**src/rtl/alu2_sequencer_pkg.sv**
```systemverilog
// Shared types and constants for the multi-cycle ALU sequencer.
package alu2_sequencer_pkg;

    localparam int XLEN         = 32;
    localparam int REG_ADDR_W   = 5;
    localparam int ALU2_TIMEOUT = 64;

    typedef enum logic [4:0] {
        ALU_ADD, ALU_SUB, ALU_SLL, ALU_SLT, ALU_SLTU, ALU_XOR, ALU_SRL, ALU_SRA,
        ALU_OR, ALU_AND, ALU_MUL, ALU_MULH, ALU_MULHSU, ALU_MULHU,
        ALU_DIV, ALU_DIVU, ALU_REM, ALU_REMU
    } alu_commands_t;

    typedef enum logic [1:0] {IDLE, START, WAIT, HOLD} alu2_seq_state_t;

    typedef enum logic [1:0] {UNIT_NONE, UNIT_MUL, UNIT_DIV, UNIT_SHIFT} alu2_unit_t;

endpackage

```
**src/rtl/alu2_sequencer_if.sv**
```systemverilog
// Issue and commit handshake between issuer, sequencer and commit stage.
interface alu2_sequencer_if
    import alu2_sequencer_pkg::*;
();
    logic                  issue_valid;
    alu_commands_t         cmd;
    logic [XLEN-1:0]       arg0;
    logic [XLEN-1:0]       arg1;
    logic [REG_ADDR_W-1:0] i_rd;
    logic                  busy;
    logic                  i_error;
    logic                  flush;
    logic [XLEN-1:0]       res;
    logic [REG_ADDR_W-1:0] o_rd;
    logic                  valid;
    logic                  req;
    logic                  o_error;
    logic                  clear;

    modport master (
        output issue_valid, cmd, arg0, arg1, i_rd, flush, clear,
        input  busy, i_error, res, o_rd, valid, req, o_error
    );

    modport slave (
        input  issue_valid, cmd, arg0, arg1, i_rd, flush, clear,
        output busy, i_error, res, o_rd, valid, req, o_error
    );
endinterface

```
**src/rtl/alu2_cmd_decode.sv**
```systemverilog
// Maps an ALU command to its execution unit and result-selection flags.
module alu2_cmd_decode
    import alu2_sequencer_pkg::*;
(
    input  alu_commands_t cmd,
    output alu2_unit_t    unit,
    output logic          legal,
    output logic          sel_high,
    output logic          sel_rem,
    output logic          is_signed
);
    always_comb begin
        unit      = UNIT_NONE;
        legal     = 1'b0;
        sel_high  = 1'b0;
        sel_rem   = 1'b0;
        is_signed = 1'b0;
        case (cmd)
            ALU_MUL: begin
                unit  = UNIT_MUL;
                legal = 1'b1;
            end
            ALU_MULH, ALU_MULHSU, ALU_MULHU: begin
                unit     = UNIT_MUL;
                legal    = 1'b1;
                sel_high = 1'b1;
            end
            ALU_DIV: begin
                unit      = UNIT_DIV;
                legal     = 1'b1;
                is_signed = 1'b1;
            end
            ALU_DIVU: begin
                unit  = UNIT_DIV;
                legal = 1'b1;
            end
            ALU_REM: begin
                unit      = UNIT_DIV;
                legal     = 1'b1;
                sel_rem   = 1'b1;
                is_signed = 1'b1;
            end
            ALU_REMU: begin
                unit    = UNIT_DIV;
                legal   = 1'b1;
                sel_rem = 1'b1;
            end
            ALU_SLL, ALU_SRL, ALU_SRA: begin
                unit  = UNIT_SHIFT;
                legal = 1'b1;
            end
            default: ;
        endcase
    end
endmodule

```
**src/rtl/alu2_sequencer.sv**
```systemverilog
// Control FSM for the multi-cycle ALU: issue, start unit, wait for done,
// select and correct the result, hold it until the commit stage clears it.
module alu2_sequencer
    import alu2_sequencer_pkg::*;
#(
    parameter int TIMEOUT = ALU2_TIMEOUT
) (
    input  logic                  clk,
    input  logic                  rst_n,
    alu2_sequencer_if.slave       bus,
    output logic [XLEN-1:0]       op_a,
    output logic [XLEN-1:0]       op_b,
    output alu_commands_t         cmd_q,
    output logic                  mul_start,
    output logic                  div_start,
    output logic                  shift_start,
    input  logic                  mul_done,
    input  logic                  div_done,
    input  logic                  shift_done,
    input  logic [XLEN-1:0]       mul_low,
    input  logic [XLEN-1:0]       mul_high,
    input  logic [XLEN-1:0]       div_quotient,
    input  logic [XLEN-1:0]       div_remainder,
    input  logic [XLEN-1:0]       shift_result,
    input  logic                  div_by_zero
);
    localparam int WD_W = (TIMEOUT > 2) ? $clog2(TIMEOUT) : 1;
    localparam logic [XLEN-1:0] INT_MIN = {1'b1, {(XLEN-1){1'b0}}};

    alu2_seq_state_t       state_reg, state_next;
    logic [XLEN-1:0]       op_a_reg, op_a_next, op_b_reg, op_b_next;
    alu_commands_t         cmd_q_reg, cmd_q_next;
    logic [REG_ADDR_W-1:0] rd_reg, rd_next;
    logic [XLEN-1:0]       res_reg, res_next;
    logic                  err_reg, err_next, valid_reg, valid_next;
    logic                  ierr_reg, ierr_next;
    logic [2:0]            start_reg, start_next;   // {shift, div, mul}
    logic [WD_W-1:0]       wd_reg, wd_next;
    alu2_unit_t            unit_reg, unit_next;
    logic                  high_reg, high_next, rem_reg, rem_next, sgn_reg, sgn_next;

    alu2_unit_t dec_unit;
    logic       dec_legal, dec_high, dec_rem, dec_signed;
    logic       can_accept, done_sel;
    logic [XLEN-1:0] unit_res;

    alu2_cmd_decode u_decode (
        .cmd       (bus.cmd),
        .unit      (dec_unit),
        .legal     (dec_legal),
        .sel_high  (dec_high),
        .sel_rem   (dec_rem),
        .is_signed (dec_signed)
    );

    // Only the selected unit's done counts; divider corrections follow RISC-V.
    always_comb begin
        done_sel = 1'b0;
        unit_res = '0;
        case (unit_reg)
            UNIT_MUL: begin
                done_sel = mul_done;
                unit_res = high_reg ? mul_high : mul_low;
            end
            UNIT_DIV: begin
                done_sel = div_done;
                if (div_by_zero)
                    unit_res = rem_reg ? op_a_reg : '1;
                else if (sgn_reg && op_a_reg == INT_MIN && op_b_reg == '1)
                    unit_res = rem_reg ? '0 : INT_MIN;
                else
                    unit_res = rem_reg ? div_remainder : div_quotient;
            end
            UNIT_SHIFT: begin
                done_sel = shift_done;
                unit_res = shift_result;
            end
            default: ;
        endcase
    end

    assign can_accept = (state_reg == IDLE) || (state_reg == HOLD && bus.clear);

    always_comb begin
        state_next = state_reg;
        op_a_next  = op_a_reg;
        op_b_next  = op_b_reg;
        cmd_q_next = cmd_q_reg;
        rd_next    = rd_reg;
        res_next   = res_reg;
        err_next   = err_reg;
        valid_next = valid_reg;
        ierr_next  = 1'b0;
        start_next = 3'b000;
        wd_next    = wd_reg;
        unit_next  = unit_reg;
        high_next  = high_reg;
        rem_next   = rem_reg;
        sgn_next   = sgn_reg;
        if (bus.flush) begin
            state_next = IDLE;
            valid_next = 1'b0;
            res_next   = '0;
            err_next   = 1'b0;
        end else begin
            case (state_reg)
                START: begin
                    state_next = WAIT;
                    wd_next    = '0;
                end
                WAIT: begin
                    if (done_sel) begin
                        res_next   = unit_res;
                        err_next   = 1'b0;
                        valid_next = 1'b1;
                        state_next = HOLD;
                    end else if (wd_reg == WD_W'(TIMEOUT - 1)) begin
                        res_next   = '0;
                        err_next   = 1'b1;
                        valid_next = 1'b1;
                        state_next = HOLD;
                    end else begin
                        wd_next = wd_reg + WD_W'(1);
                    end
                end
                HOLD: begin
                    if (bus.clear) begin
                        state_next = IDLE;
                        valid_next = 1'b0;
                        res_next   = '0;
                        err_next   = 1'b0;
                    end
                end
                default: ;
            endcase
            if (can_accept && bus.issue_valid) begin
                if (dec_legal) begin
                    state_next = START;
                    op_a_next  = bus.arg0;
                    op_b_next  = bus.arg1;
                    cmd_q_next = bus.cmd;
                    rd_next    = bus.i_rd;
                    unit_next  = dec_unit;
                    high_next  = dec_high;
                    rem_next   = dec_rem;
                    sgn_next   = dec_signed;
                    wd_next    = '0;
                    case (dec_unit)
                        UNIT_MUL:   start_next = 3'b001;
                        UNIT_DIV:   start_next = 3'b010;
                        UNIT_SHIFT: start_next = 3'b100;
                        default:    start_next = 3'b000;
                    endcase
                end else begin
                    ierr_next = 1'b1;
                end
            end
        end
    end

    always_ff @(posedge clk or negedge rst_n) begin
        if (!rst_n) begin
            state_reg <= IDLE;
            op_a_reg  <= '0;
            op_b_reg  <= '0;
            cmd_q_reg <= ALU_ADD;
            rd_reg    <= '0;
            res_reg   <= '0;
            err_reg   <= 1'b0;
            valid_reg <= 1'b0;
            ierr_reg  <= 1'b0;
            start_reg <= 3'b000;
            wd_reg    <= '0;
            unit_reg  <= UNIT_NONE;
            high_reg  <= 1'b0;
            rem_reg   <= 1'b0;
            sgn_reg   <= 1'b0;
        end else begin
            state_reg <= state_next;
            op_a_reg  <= op_a_next;
            op_b_reg  <= op_b_next;
            cmd_q_reg <= cmd_q_next;
            rd_reg    <= rd_next;
            res_reg   <= res_next;
            err_reg   <= err_next;
            valid_reg <= valid_next;
            ierr_reg  <= ierr_next;
            start_reg <= start_next;
            wd_reg    <= wd_next;
            unit_reg  <= unit_next;
            high_reg  <= high_next;
            rem_reg   <= rem_next;
            sgn_reg   <= sgn_next;
        end
    end

    assign bus.busy    = (state_reg != IDLE) && !(state_reg == HOLD && bus.clear);
    assign bus.i_error = ierr_reg;
    assign bus.res     = res_reg;
    assign bus.o_rd    = rd_reg;
    assign bus.valid   = valid_reg;
    assign bus.req     = valid_reg;
    assign bus.o_error = err_reg;
    assign op_a        = op_a_reg;
    assign op_b        = op_b_reg;
    assign cmd_q       = cmd_q_reg;
    assign mul_start   = start_reg[0];
    assign div_start   = start_reg[1];
    assign shift_start = start_reg[2];
endmodule

```
**src/flat_wrapper.sv**
```systemverilog
// flat-port wrapper written by rule: the top's interface ports become plain ports
module alu2_sequencer_flat import alu2_sequencer_pkg::*;
#(
    parameter int TIMEOUT = ALU2_TIMEOUT
)
  (clk, rst_n, op_a, op_b, cmd_q, mul_start, div_start, shift_start, mul_done, div_done, shift_done, mul_low, mul_high, div_quotient, div_remainder, shift_result, div_by_zero, bus_issue_valid, bus_cmd, bus_arg0, bus_arg1, bus_i_rd, bus_flush, bus_clear, bus_busy, bus_i_error, bus_res, bus_o_rd, bus_valid, bus_req, bus_o_error);
  alu2_sequencer_if bus_i ();
  input  logic clk;
  input  logic rst_n;
  output logic [XLEN-1:0] op_a;
  output logic [XLEN-1:0] op_b;
  output alu_commands_t cmd_q;
  output logic mul_start;
  output logic div_start;
  output logic shift_start;
  input  logic mul_done;
  input  logic div_done;
  input  logic shift_done;
  input  logic [XLEN-1:0] mul_low;
  input  logic [XLEN-1:0] mul_high;
  input  logic [XLEN-1:0] div_quotient;
  input  logic [XLEN-1:0] div_remainder;
  input  logic [XLEN-1:0] shift_result;
  input  logic div_by_zero;
  input wire logic [$bits(bus_i.issue_valid)-1:0] bus_issue_valid;
  input wire logic [$bits(bus_i.cmd)-1:0] bus_cmd;
  input wire logic [$bits(bus_i.arg0)-1:0] bus_arg0;
  input wire logic [$bits(bus_i.arg1)-1:0] bus_arg1;
  input wire logic [$bits(bus_i.i_rd)-1:0] bus_i_rd;
  input wire logic [$bits(bus_i.flush)-1:0] bus_flush;
  input wire logic [$bits(bus_i.clear)-1:0] bus_clear;
  output wire logic [$bits(bus_i.busy)-1:0] bus_busy;
  output wire logic [$bits(bus_i.i_error)-1:0] bus_i_error;
  output wire logic [$bits(bus_i.res)-1:0] bus_res;
  output wire logic [$bits(bus_i.o_rd)-1:0] bus_o_rd;
  output wire logic [$bits(bus_i.valid)-1:0] bus_valid;
  output wire logic [$bits(bus_i.req)-1:0] bus_req;
  output wire logic [$bits(bus_i.o_error)-1:0] bus_o_error;
  assign bus_i.issue_valid = bus_issue_valid;
  assign bus_i.cmd = bus_cmd;
  assign bus_i.arg0 = bus_arg0;
  assign bus_i.arg1 = bus_arg1;
  assign bus_i.i_rd = bus_i_rd;
  assign bus_i.flush = bus_flush;
  assign bus_i.clear = bus_clear;
  assign bus_busy = bus_i.busy;
  assign bus_i_error = bus_i.i_error;
  assign bus_res = bus_i.res;
  assign bus_o_rd = bus_i.o_rd;
  assign bus_valid = bus_i.valid;
  assign bus_req = bus_i.req;
  assign bus_o_error = bus_i.o_error;
  alu2_sequencer #(.TIMEOUT(TIMEOUT)) u_core (.clk(clk), .rst_n(rst_n), .bus(bus_i), .op_a(op_a), .op_b(op_b), .cmd_q(cmd_q), .mul_start(mul_start), .div_start(div_start), .shift_start(shift_start), .mul_done(mul_done), .div_done(div_done), .shift_done(shift_done), .mul_low(mul_low), .mul_high(mul_high), .div_quotient(div_quotient), .div_remainder(div_remainder), .shift_result(shift_result), .div_by_zero(div_by_zero));
endmodule
```
**config.mk**
```make
export PLATFORM = sky130hd
export DESIGN_NAME = alu2_sequencer_flat
export DESIGN_NICKNAME = d
export VERILOG_FILES = /design/src/rtl/alu2_sequencer_pkg.sv /design/src/rtl/alu2_sequencer_if.sv /design/src/rtl/alu2_cmd_decode.sv /design/src/rtl/alu2_sequencer.sv /design/src/flat_wrapper.sv
export SDC_FILE = /design/constraint.sdc
export NUM_CORES = 1
export LEC_CHECK = 0
export CORE_AREA = 2 2 140 142
export CTS_CLUSTER_DIAMETER = 200
export DETAILED_ROUTE_END_ITERATION = 12
export DIE_AREA = 0 0 142 144
export PLACE_DENSITY = 0.73
export SYNTH_ARGS = -nofsm -noshare
export SYNTH_HDL_FRONTEND = slang
export SYNTH_SLANG_ARGS = --single-unit
```
**constraint.sdc**
```tcl
create_clock -name clk -period 3.75 [get_ports clk]
set_input_delay 0.375 -clock clk [delete_from_list [all_inputs] [get_ports clk]]
set_output_delay 0.375 -clock clk [all_outputs]
set_load 0.03 [all_outputs]
```
* Word-level counts from Yosys, hierarchy flattened
Cells that the tools add are included.
** Storage, ports and cells
- Flip-flop bits (word level) :: 125
- Input bits :: 243
- Output and inout port bits :: 114
- Logic and storage cells :: 106
** Operators by class
- $add $sub $neg :: 1
- Equal/unequal tests :: 25
- Mux-type cells :: 45
- Bitwise logic cells :: 1
- Reductions and logical operators :: 19
** Operators with widths (number)
- 32-bit two-way mux :: 10
- 32-bit one-hot mux with 3 select lines :: 1
- 32-bit equality test, second input constant :: 2
- 32-bit one-hot mux with 2 select lines :: 1
- 5-bit by 4-bit equality test with 1-bit output, second input constant :: 6
- 6-bit two-way mux :: 4
- 1-bit two-way mux :: 13
- 2-bit equality test, second input constant :: 6
- 2-bit two-way mux :: 6
- 2-bit one-hot mux with 3 select lines :: 2
- 6-bit one-hot mux with 2 select lines :: 1
- 11-bit OR reduction :: 1
- 5-bit by 3-bit equality test with 1-bit output, second input constant :: 2
- 5-bit equality test, second input constant :: 2
- 3-bit two-way mux :: 3
- 3-bit one-hot mux with 3 select lines :: 1
- 4-bit OR reduction :: 2
- 6-bit by 1-bit adder with 6-bit output, second input constant :: 1
- 2-bit by 1-bit equality test with 1-bit output, second input constant :: 3
- 6-bit equality test, second input constant :: 1
- 3-bit AND reduction :: 2
- 3-bit OR reduction :: 2
- 5-bit by 2-bit equality test with 1-bit output, second input constant :: 1
- 1-bit logical AND :: 5
- other kinds (11) :: 13

* Longest topological paths before layout
Gate-level depths: netlist of run 1.
- Depth after elaboration :: 9
- Mapped depth :: 10
- Depth with buffers taken out :: 7

* By module
From an unflattened synthesis of run 1, not the netlist that was laid out.
** Second synthesis, totals
- Cells, all modules :: 870
- Area, all modules :: 7020.5 um^2
** Modules (own cells, without submodules)
- alu2_sequencer :: instances 1, cells an instance 850, area each 6889.1 um^2, sequential area each 3128.0 um^2
- alu2_cmd_decode :: instances 1, cells an instance 20, area each 131.4 um^2, sequential area each 0.0 um^2

* Least setup slack after synthesis of run 1
OpenSTA, ideal clock, no wires.
- Path kind :: register to register
- From :: reg u_core.state_reg[0]
- To :: reg u_core.op_a_reg[11], in the netlist u_core.op_a[11]
- Library setup time :: 0.125 ns
- Arrival time :: 2.311 ns
- Required time :: 3.625 ns
- Path slack :: 1.315 ns
- Cell stages (with the launch flop) :: 8
- Buffers on the path :: 2
- Period minus slack after synthesis :: 2.435 ns
- Cell sequence :: dfrtp_1 ha_1 a21oi_1 nand2b_1 a211o_1 clkbuf_1 buf_2 mux2_2
** Between the ends
- Word-level cells in the longest chain between the ends :: 5
- Elaborated cells between the ends (all ways) :: 6
- Those cells by class :: eq/ne (1); reduce/logical (5)
** RTL lines
- from (decl) :: RTL line alu2_sequencer.sv:30 : alu2_seq_state_t state_reg, state_next;
- from (signal assigned) :: RTL line alu2_sequencer.sv:179 : state_reg <= state_next;
- 2-bit equality test :: RTL line alu2_sequencer.sv:82 : assign can_accept = (state_reg == IDLE) || (state_reg == HOLD && bus.clear);
- 1-bit logical AND :: RTL line alu2_sequencer.sv:82
- 1-bit logical OR (*) :: RTL line alu2_sequencer.sv:82
- 1-bit logical AND (*) :: RTL line alu2_sequencer.sv:136 : if (can_accept && bus.issue_valid) begin
- 3-bit AND reduction (no line) (*)
- to (signal assigned) :: RTL line alu2_sequencer.sv:180 : op_a_reg <= op_a_next;
- to (decl) :: RTL line alu2_sequencer.sv:31 : logic [XLEN-1:0] op_a_reg, op_a_next, op_b_reg, op_b_next;
Every way passes the cells marked *; elsewhere a longest branch is shown, timed or not.
A chain may end at the register's enable or synchronous reset.

* Worst setup path in the final report of run 1
- From :: reg u_core.op_a_reg[28], in the netlist u_core.op_a[28]
- To :: reg u_core.res_reg[13], in the netlist u_core.bus.res[13]
** Between the ends
- Word-level cells in the longest chain between the ends :: 9
** RTL lines
- 32-bit equality test :: RTL line alu2_sequencer.sv:69 : else if (sgn_reg && op_a_reg == INT_MIN && op_b_reg == '1)
- 1-bit logical AND (2 in a row) :: RTL line alu2_sequencer.sv:69
- 32-bit two-way mux :: RTL line alu2_sequencer.sv:69
- 32-bit two-way mux :: RTL line alu2_sequencer.sv:67 : if (div_by_zero)
- 32-bit one-hot mux with 3 select lines :: RTL line alu2_sequencer.sv:60 : case (unit_reg)
- 32-bit two-way mux :: RTL line alu2_sequencer.sv:112 : if (done_sel) begin
- 32-bit one-hot mux with 2 select lines :: RTL line alu2_sequencer.sv:106 : case (state_reg)
- 32-bit two-way mux :: RTL line alu2_sequencer.sv:100 : if (bus.flush) begin
- to (signal assigned) :: RTL line alu2_sequencer.sv:184 : res_reg <= res_next;
- to (decl) :: RTL line alu2_sequencer.sv:34 : logic [XLEN-1:0] res_reg, res_next;
No other way between the ends.

==> results.md, run 1 <==
* Status: complete, no violations
* Reg2reg setup slack at 950 ps
* Setup crit start kind: flip-flop
* Mapped Cells at 617
* Die Footprint at 20,400 um^2
* DR WL/cell at 20.5 um
* CTS max path bufs at 2
* Clock sinks at 125
* Initial DRT Pass Iterations at 8
* # Post-CTS Setup Buffers at 0
* Tightest Pin Transition at 1010 ps
* EDFF count, synth at 0
* Total power at 5.93 mW
* Critical path data arrival time at 3070 ps
* Power density cells at 533 nW/um^2
* Worst endpoint required time at 4010 ps
* Clock insertion delay at the later pin of the skew report at 420 ps
* Largest net degree at the start of global routing at 95
* Synth top area share at 46.9%
* Most instantiated cells after synthesis: dfrtp_1, o21ai_0, mux2_2
* Final Max Tran Viols at 0
* Post-route setup TNS at 0 ps
* Reg clk slew, reported paths at 60 ps
* Top delay family on crit path: simple AND/OR/NAND/NOR gates
* # port buffers at 356
* RSZ-0062 raised after global routing: false
* Clk_skew at 8.91 ps
* Post-route worst setup slack at 946 ps
* Most instantiated library cell after synthesis: dfrtp_1
* H-tree depth at 4
* Critical path class: flip-flop to flip-flop
* Antenna violations before repair at 1
* Total Routing Usage GR at 24.2%
* Cell area after synthesis at 6660 um^2
* Async SR Flop Fraction at 100%
* Reg2Reg Launch Point: u_core.op_a[28]
* Area Overhead vs Synth at 66.9%
* HP Class: primary input to async pin
* Reg-to-reg endpoint: u_core.bus.res[13]
* Synthesized area per cell at 10.8 um^2
* Sequential area share after synthesis at 46.9%
* Grt total ovfl at 0
* CTS Hold Bufs at 0
* Core area at 19,100 um^2
* Layout Nets at 1,206
* DR vias at 6,397
* Pleak at 4.52 nW
* Vias in the first global route at 6,621
* Slew margin rel. at 32.8%
* Share of cells above drive strength 1 at 13.0%
* Post-route ant nets at 0
* Final Hold Fails at 0
* Ports at 357
* Total CTS buffers at 17
* Peak fanout along the critical path at 31
* Synthesized Nets at 865
* RD Place Congestion at 0.885
* Post-CTS sizing at 0
* VDD IR max at 342 uV
* First-pass GRT wire length at 37,300 um
* FMAX at 357 MHz
* Fillers at 1,641
* CP Capture Type: flip-flop
* Max_cap viols at 0
* Register bit total from synthesis at 125
* Predominant post-synthesis flop cell: dfrtp_1
* Die W at 142 um
* Initial Utilization at 34.9%
* Final setup vio count at 0
* Root buffer cell: clkbuf_16
* CTS tree: built
* DR vias/cell at 5.29
* Dpl ws at 708 ps
* Fin crit share at 74.8%
* DR iter-0 viols at 386
* Distinct cells, synth at 52
* R2r worst-path depth at 5
* CP max-delay cell: a211o_2
* Yosys top cell by area: dfrtp_1
* Routed WL at 24,900 um
* Final Critical Period at 2800 ps
* Synth area leaders: dfrtp_1, mux2_2, mux2i_1
* Yosys synthesis warning count at 0
* Critical path buffers and inverters at 0
* Critical-path cell list: or4b_1 > or4_4 > nor4_4 > a211o_2 > o21ai_0
* Row cnt at 51
* Max stage delay on crit path at 600 ps
* Dpl hpwl at 18,500 um
* DR DRC count at 0
* Die span in y at 144 um
==> metal layers <==
metal / global-route usage (%) / vias to the layer above / wire, um
li1: - / 2999 / -
met1: 27.1 / 3046 / 9320
met2: 42.6 / 313 / 12400
met3: 8.15 / 39 / 2450
met4: 9.37 / 0 / 661
met5: 0 / - / 0
==> worst reg2reg max path: stages, from the launching register on <==
cell and delay, ps:
dfrtp_1 440, or4b_1 580, or4_4 550, nor4_4 260, a211o_2 600, o21ai_0 230
==> worst max-delay path by stage <==
stage | from | endpoint | slack (ps) | cells past startpoint
floorplan | u_core.state_reg[0] | u_core.op_a[11] | 1310 | 7
global placement | bus_cmd[1] | u_core.op_b[8] | 780 | 6
detailed placement | bus_cmd[1] | u_core.op_b[29] | 710 | 6
CTS | u_core.op_a[28] | u_core.bus.res[22] | 900 | 5
global route | u_core.op_a[28] | u_core.bus.res[22] | 750 | 5
finish | u_core.op_a[28] | u_core.bus.res[13] | 950 | 5
==> where the power goes <==
part / switching [mW] / total, mW / internal, mW
clock network: 0.656 / 1.85 / 1.19
registers: 0.350 / 1.96 / 1.61
logic: 1.08 / 2.12 / 1.05
==> through the flow <==
step                cells  cell area (um^2)  util [%]  hold WS, ps
floorplan             617              6660         -         79.4
detailed placement   1177             10500      54.8          466
global placement     1177             10500      54.8          454
global route         1209             11100      58.3          117
CTS                  1209             11100      58.3         96.4
finish               1210             11100      58.3         57.5
==> kinds of logic (layout without fill, tap and decap cells) <==
logic type	Yosys count	after routing	synth area share, %
flops	125	125	46.9
fa+ha+maj	5	5	0.939
buf+inv	56	410	3.74
other cells	0	1	0
simple gates	152	152	12.4
compound gates	142	142	14.1
mux	137	137	21.9
==> cell usage in the layout (no fill, tap or decap), types with 9 or more instances in the layout <==
| cell type | instances |
|---|---|
| clkdlybuf4s50_1 | 355 |
| dfrtp_1 | 122 |
| o21ai_0 | 73 |
| mux2_2 | 68 |
| mux2i_1 | 64 |
| nand2_1 | 50 |
| nand2b_1 | 34 |
| a222oi_1 | 31 |
| clkbuf_16 | 17 |
| buf_4 | 12 |
| a21oi_1 | 11 |
| nor2_1 | 10 |
| nor4_1 | 10 |
| inv_1 | 9 |
| nand3_1 | 9 |
| nand4_1 | 9 |
==> layout make-up <==
type / count / area, um^2 / area share (%)
multi-input cells: 436 / 3320 / 29.9
inverters: 9 / 33.8 / 0.304
flip-flops and latches: 125 / 3130 / 28.2
repair buffers: 369 / 3670 / 33.0
diodes: 1 / 2.50 / 0.0225
well taps: 238 / 298 / 2.68
clock buffers: 17 / 425 / 3.82
clock inverters: 15 / 233 / 2.09
No activity file was read; power rests on OpenSTA's default activity.
==> run 2: changes to the inputs <==
- clock period: 3.75 -> 2.86 ns (I/O delays scaled with it)
==> run 2 against run 1 <==
Critical path type unchanged. Utilization increased by 0.21 points. First-iteration DRC count increased by 8.8%. Fmax increased by 7.6%. Highest routed layer unchanged. Critical path depth increased by 1. Sequential share of layout area decreased by 0.10 points. Combinational power increased by 33%. Worst setup slack got worse by 690 ps. Global-route usage decreased by 0.30 points. Register-to-register slack got worse by 690 ps. Largest power group unchanged. Die area unchanged.
==> results.md, run 2 (synthesized netlist as in run 1, its figures left out) <==
* Status: complete, no violations (unchanged)
* Slew margin rel. at 17.9% (was 32.8%)
* Die W at 142 um (unchanged)
* # port buffers at 356 (unchanged)
* HP Class: primary input to flip-flop (was primary input to async pin)
* Pleak at 4.53 nW (was 4.52 nW)
* Routed WL at 24,700 um (was 24,900 um)
* Area Overhead vs Synth at 67.5% (was 66.9%)
* Initial DRT Pass Iterations at 8 (unchanged)
* Commonest cells after routing, fill and taps aside: clkdlybuf4s50_1, dfrtp_1, o21ai_0 (unchanged)
* Commonest non-fill, non-tap cell in the layout: clkdlybuf4s50_1 (unchanged)
* Post-route ant nets at 0 (unchanged)
* Largest net degree at the start of global routing at 80 (was 95)
* Total CTS buffers at 17 (unchanged)
* FMAX at 384 MHz (was 357 MHz)
* Critical path class: flip-flop to flip-flop (unchanged)
* Antenna violations before repair at 2 (was 1)
* Worst endpoint required time at 3190 ps (was 4010 ps)
* CTS max path bufs at 2 (unchanged)
* CTS Hold Bufs at 1 (was 0)
* Die Footprint at 20,400 um^2 (unchanged)
* Power density cells at 667 nW/um^2 (was 533 nW/um^2)
* Post-CTS sizing at 0 (unchanged)
* Max_cap viols at 0 (unchanged)
* Die span in y at 144 um (unchanged)
* CP Capture Type: flip-flop (unchanged)
* Final setup vio count at 0 (unchanged)
* Setup crit start kind: flip-flop (unchanged)
* Tightest Pin Transition at 1230 ps (was 1010 ps)
* Clock sinks at 125 (unchanged)
* First-pass GRT wire length at 36,800 um (was 37,300 um)
* Critical-path cell list: ha_1 > and3_1 > o32ai_4 > buf_4 > a222oi_1 > o21ai_0 (was or4b_1 > or4_4 > nor4_4 > a211o_2 > o21ai_0)
* Dpl hpwl at 18,700 um (was 18,500 um)
* DR vias at 6,442 (was 6,397)
* Total Routing Usage GR at 23.9% (was 24.2%)
* RSZ-0062 raised after global routing: false (unchanged)
* Clock insertion delay at the later pin of the skew report at 420 ps (about the same)
* Top delay family on crit path: compound AO/OA/AOI/OAI gates (was simple AND/OR/NAND/NOR gates)
* Share of cells above drive strength 1 at 13.9% (was 13.0%)
* DR WL/cell at 20.2 um (was 20.5 um)
* VDD IR max at 458 uV (was 342 uV)
* Post-route setup TNS at 0 ps (unchanged)
* Total power at 7.44 mW (was 5.93 mW)
* Grt total ovfl at 0 (unchanged)
* Initial Utilization at 34.9% (unchanged)
* DR vias/cell at 5.27 (was 5.29)
* Root buffer cell: clkbuf_16 (unchanged)
* DR DRC count at 0 (unchanged)
* Final Critical Period at 2610 ps (was 2800 ps)
* CTS tree: built (unchanged)
* Max stage delay on crit path at 1040 ps (was 600 ps)
* Critical path buffers and inverters at 1 (was 0)
* Clk_skew at 11.2 ps (was 8.91 ps)
* CP max-delay cell: o32ai_4 (was a211o_2)
* Vias in the first global route at 6,426 (was 6,621)
* # Post-CTS Setup Buffers at 0 (unchanged)
* H-tree depth at 4 (unchanged)
* Core area at 19,100 um^2 (unchanged)
* Critical path data arrival time at 2940 ps (was 3070 ps)
* Row cnt at 51 (unchanged)
* Reg clk slew, reported paths at 60 ps (about the same)
* Final Max Tran Viols at 0 (unchanged)
* Final Hold Fails at 0 (unchanged)
* RD Place Congestion at 0.887 (was 0.885)
* Fin crit share at 91.1% (was 74.8%)
* DR iter-0 viols at 420 (was 386)
* Peak fanout along the critical path at 26 (was 31)
* Ports at 357 (unchanged)
* Layout Nets at 1,218 (was 1,206)
-- run 2: cell count changes in the layout (fill, tap and decap cells not counted) --
cell and change:
clkinv_4 -1, buf_12 +3, diode_2 +1, dlygate4sd3_1 +1, inv_6 -1, buf_4 +8
clkinvlp_4 +6, bufinv_16 -4
-- run 2: layout make-up --
cell class / count / area, um^2
diodes: 2 / 5.00
clock inverters: 15 / 140
repair buffers: 381 / 3800
flip-flops and latches: 125 / 3130
fillers: 1649 / 7920
well taps: 238 / 298
clock buffers: 17 / 425
inverters: 9 / 33.8
multi-input cells: 436 / 3320
-- run 2: worst paths after layout --
check | from | end | slack [ps] | depth (start not counted)
worst max-delay path | u_core.wd_reg[0] | u_core.bus.res[20] | 250 | 6
worst min-delay path | bus_arg0[18] | u_core.op_a[18] | 460 | 2
worst max register to register | u_core.wd_reg[0] | u_core.bus.res[20] | 250 | 6
worst min register to register | u_core.sgn_reg | u_core.sgn_reg | 470 | 2
max in group asynchronous | rst_n | u_core.unit_reg[1] | 1570 | 3
min in group asynchronous | rst_n | u_core.op_a[3] | 520 | 2
-- run 2: report_power, final --
group	internal, mW	leakage, nW	switching [mW]
clock	1.20	0.255	0.866
combinational	1.39	2.69	1.42
sequential	2.12	1.58	0.442
total	4.71	4.53	2.73
-- run 2: routing by layer --
layer  vias to the layer above  share of wire (%)  track usage, %
met1                      3071                 39            27.6
met3                        39                 10            8.18
met2                       305                 48            40.4
met5                         -                  0               0
met4                         0                2.8            10.4
li1                       3027                  -               -
-- run 2: metrics by stage --
step	instances	setup WS, ps	util (%)	cell area, um^2	hold WS, ps
after floorplan	617	425	-	6660	-9.59
after global routing	1222	93.8	58.5	11200	465
after CTS	1221	277	58.5	11200	440
after global placement	1188	211	55.5	10600	393
after detailed placement	1188	172	55.5	10600	406
final	1223	254	58.5	11200	462
==> run 3: changes to the inputs <==
- clock period: 2.86 -> 3.23 ns (I/O delays scaled with it)
==> run 3 against run 2 <==
The run now ends with hold timing left. Clock skew fell by 1.6 ps. Global-route usage rose by 0.12 points. Via count fell by 0.59%. Largest cell class unchanged. Final cell count fell by 0.49%. Final area fell by 0.28%. Utilization fell by 0.16 points. Sequential cell count did not move.
==> results.md, run 3 (synthesized netlist as in run 1, its figures left out) <==
* Vias in the first global route at 6,580 (was 6,426)
* Layout Nets at 1,213 (was 1,218)
* Post-route ant nets at 0 (unchanged)
* Critical path data arrival time at 3010 ps (was 2940 ps)
* Initial DRT Pass Iterations at 8 (unchanged)
* Power density cells at 602 nW/um^2 (was 667 nW/um^2)
* Placed Cells at 1,184 (was 1,188)
* Largest net degree at the start of global routing at 90 (was 80)
* Status: finished with violations (was complete, no violations)
* Critical-path cell list: or4b_1 > or4_4 > nor4_4 > a211o_2 > o21ai_0 (was ha_1 > and3_1 > o32ai_4 > buf_4 > a222oi_1 > o21ai_0)
* Final Critical Period at 2750 ps (was 2610 ps)
* Clk_skew at 9.62 ps (was 11.2 ps)
* Tightest Pin Transition at 859 ps (was 1230 ps)
* DR WL/cell at 20.4 um (was 20.2 um)
* Share of cells above drive strength 1 at 13.4% (was 13.9%)
* Routed WL at 24,900 um (was 24,700 um)
* Fillers at 1,661 (was 1,649)
* Total Routing Usage GR at 24.0% (was 23.9%)
* CTS Hold Bufs at 0 (was 1)
* Placed Instance Area at 10,500 um^2 (was 10,600 um^2)
* Die span in y at 144 um (unchanged)
* Pleak at 4.53 nW (about the same)
* Final Hold Fails at 21 (was 0)
* DR DRC count at 0 (unchanged)
* Fin crit share at 85.2% (was 91.1%)
* # Post-CTS Setup Buffers at 0 (unchanged)
* RD Place Congestion at 0.847 (was 0.887)
* Post-route setup TNS at 0 ps (unchanged)
* Grt total ovfl at 0 (unchanged)
* Top delay family on crit path: simple AND/OR/NAND/NOR gates (was compound AO/OA/AOI/OAI gates)
* CP max-delay cell: a211o_2 (was o32ai_4)
* DR vias at 6,404 (was 6,442)
* Die W at 142 um (unchanged)
* Fin cells at 1,217 (was 1,223)
* Dpl ws at 405 ps (was 172 ps)
* Root buffer cell: clkbuf_16 (unchanged)
* Row cnt at 51 (unchanged)
* Clock insertion delay at the later pin of the skew report at 420 ps (about the same)
* Core area at 19,100 um^2 (unchanged)
* CTS tree: built (unchanged)
* Die Footprint at 20,400 um^2 (unchanged)
* Dpl hpwl at 18,900 um (was 18,700 um)
* CP Launch Point: u_core.op_a[29] (was u_core.wd_reg[0])
* Reg clk slew, reported paths at 60 ps (about the same)
* Initial Utilization at 34.9% (unchanged)
* RSZ-0062 raised after global routing: false (unchanged)
* Critical path class: flip-flop to flip-flop (unchanged)
* Post-route worst setup slack at 478 ps (was 254 ps)
* CTS max path bufs at 2 (unchanged)
* Slew margin rel. at 42.7% (was 17.9%)
* Max_cap viols at 0 (unchanged)
* HP Class: primary input to async pin (was primary input to flip-flop)
* DR iter-0 viols at 502 (was 420)
* Final Max Tran Viols at 0 (unchanged)
* Clock sinks at 125 (unchanged)
* DR vias/cell at 5.26 (was 5.27)
* Reg2reg setup slack at 480 ps (was 250 ps)
* Worst endpoint required time at 3490 ps (was 3190 ps)
* Antenna violations before repair at 1 (was 2)
* Area of the multi-input gates at 3320 um^2 (unchanged)
* WHS at -38.6 ps (was 462 ps)
* First-pass GRT wire length at 37,200 um (was 36,800 um)
* Reg-to-reg endpoint: u_core.bus.res[18] (was u_core.bus.res[20])
* CP Capture Type: flip-flop (unchanged)
* Peak fanout along the critical path at 31 (was 26)
* Post-route cell area at 11,100 um^2 (was 11,200 um^2)
* Reg2Reg Launch Point: u_core.op_a[29] (was u_core.wd_reg[0])
* Total CTS buffers at 17 (unchanged)
* Register Area at 3130 um^2 (unchanged)
* Setup crit start kind: flip-flop (unchanged)
* Critical path buffers and inverters at 0 (was 1)
* Post-CTS sizing at 0 (unchanged)
* Ports at 357 (unchanged)
* Failing checks: hold timing
* Commonest cells after routing, fill and taps aside: clkdlybuf4s50_1, dfrtp_1, o21ai_0 (unchanged)
* R2r worst-path depth at 5 (was 6)
* Commonest non-fill, non-tap cell in the layout: clkdlybuf4s50_1 (unchanged)
* VDD IR max at 448 uV (was 458 uV)
* Max stage delay on crit path at 610 ps (was 1040 ps)
* # port buffers at 356 (unchanged)
* Area Overhead vs Synth at 67.0% (was 67.5%)
* FMAX at 363 MHz (was 384 MHz)
* H-tree depth at 4 (unchanged)
* Utilization after layout at 58.3% (was 58.5%)
* Final setup vio count at 0 (unchanged)
-- run 3: area by class of cell --
| cell class | count | area share (%) |
|---|---|---|
| repair buffers | 376 | 33.6 |
| clock buffers | 21 | 4.14 |
| diodes | 1 | 0.0225 |
| inverters | 9 | 0.303 |
| flip-flops and latches | 125 | 28.2 |
| clock inverters | 11 | 1.27 |
| multi-input cells | 436 | 29.8 |
| well taps | 238 | 2.68 |
-- run 3: how the worst max path moves through the flow --
stage | to | cells past startpoint | slack, ps
floorplan | u_core.op_a[11] | 7 | 790
global placement | u_core.op_b[22] | 6 | 450
detailed placement | u_core.op_b[22] | 6 | 410
CTS | u_core.bus.res[18] | 5 | 470
global route | u_core.bus.res[0] | 5 | 290
finish | u_core.bus.res[18] | 5 | 480
-- run 3: routing by layer --
layer / global-route usage [%] / part of all wire, % / vias up
met5: 0 / 0 / -
met4: 9.37 / 2.6 / 0
met3: 7.19 / 8.4 / 42
met2: 41.4 / 49 / 290
met1: 28.2 / 40 / 3055
li1: - / - / 3017
-- run 3: through the flow --
step	hold WS, ps	power [mW]
6_report	-38.6	6.70
5_1_grt	29.4	7.02
4_1_cts	3.23	6.77
3_5_place_dp	452	4.79
3_3_place_gp	453	4.77
2_1_floorplan	27.4	3.49
-- run 3: report_power, final --
group / switching [mW] / leakage [nW] / total (mW) / internal (mW)
logic: 1.31 / 2.65 / 2.54 / 1.22
clock network: 0.696 / 0.289 / 1.94 / 1.25
registers: 0.339 / 1.58 / 2.22 / 1.88
total: 2.35 / 4.53 / 6.70 / 4.35
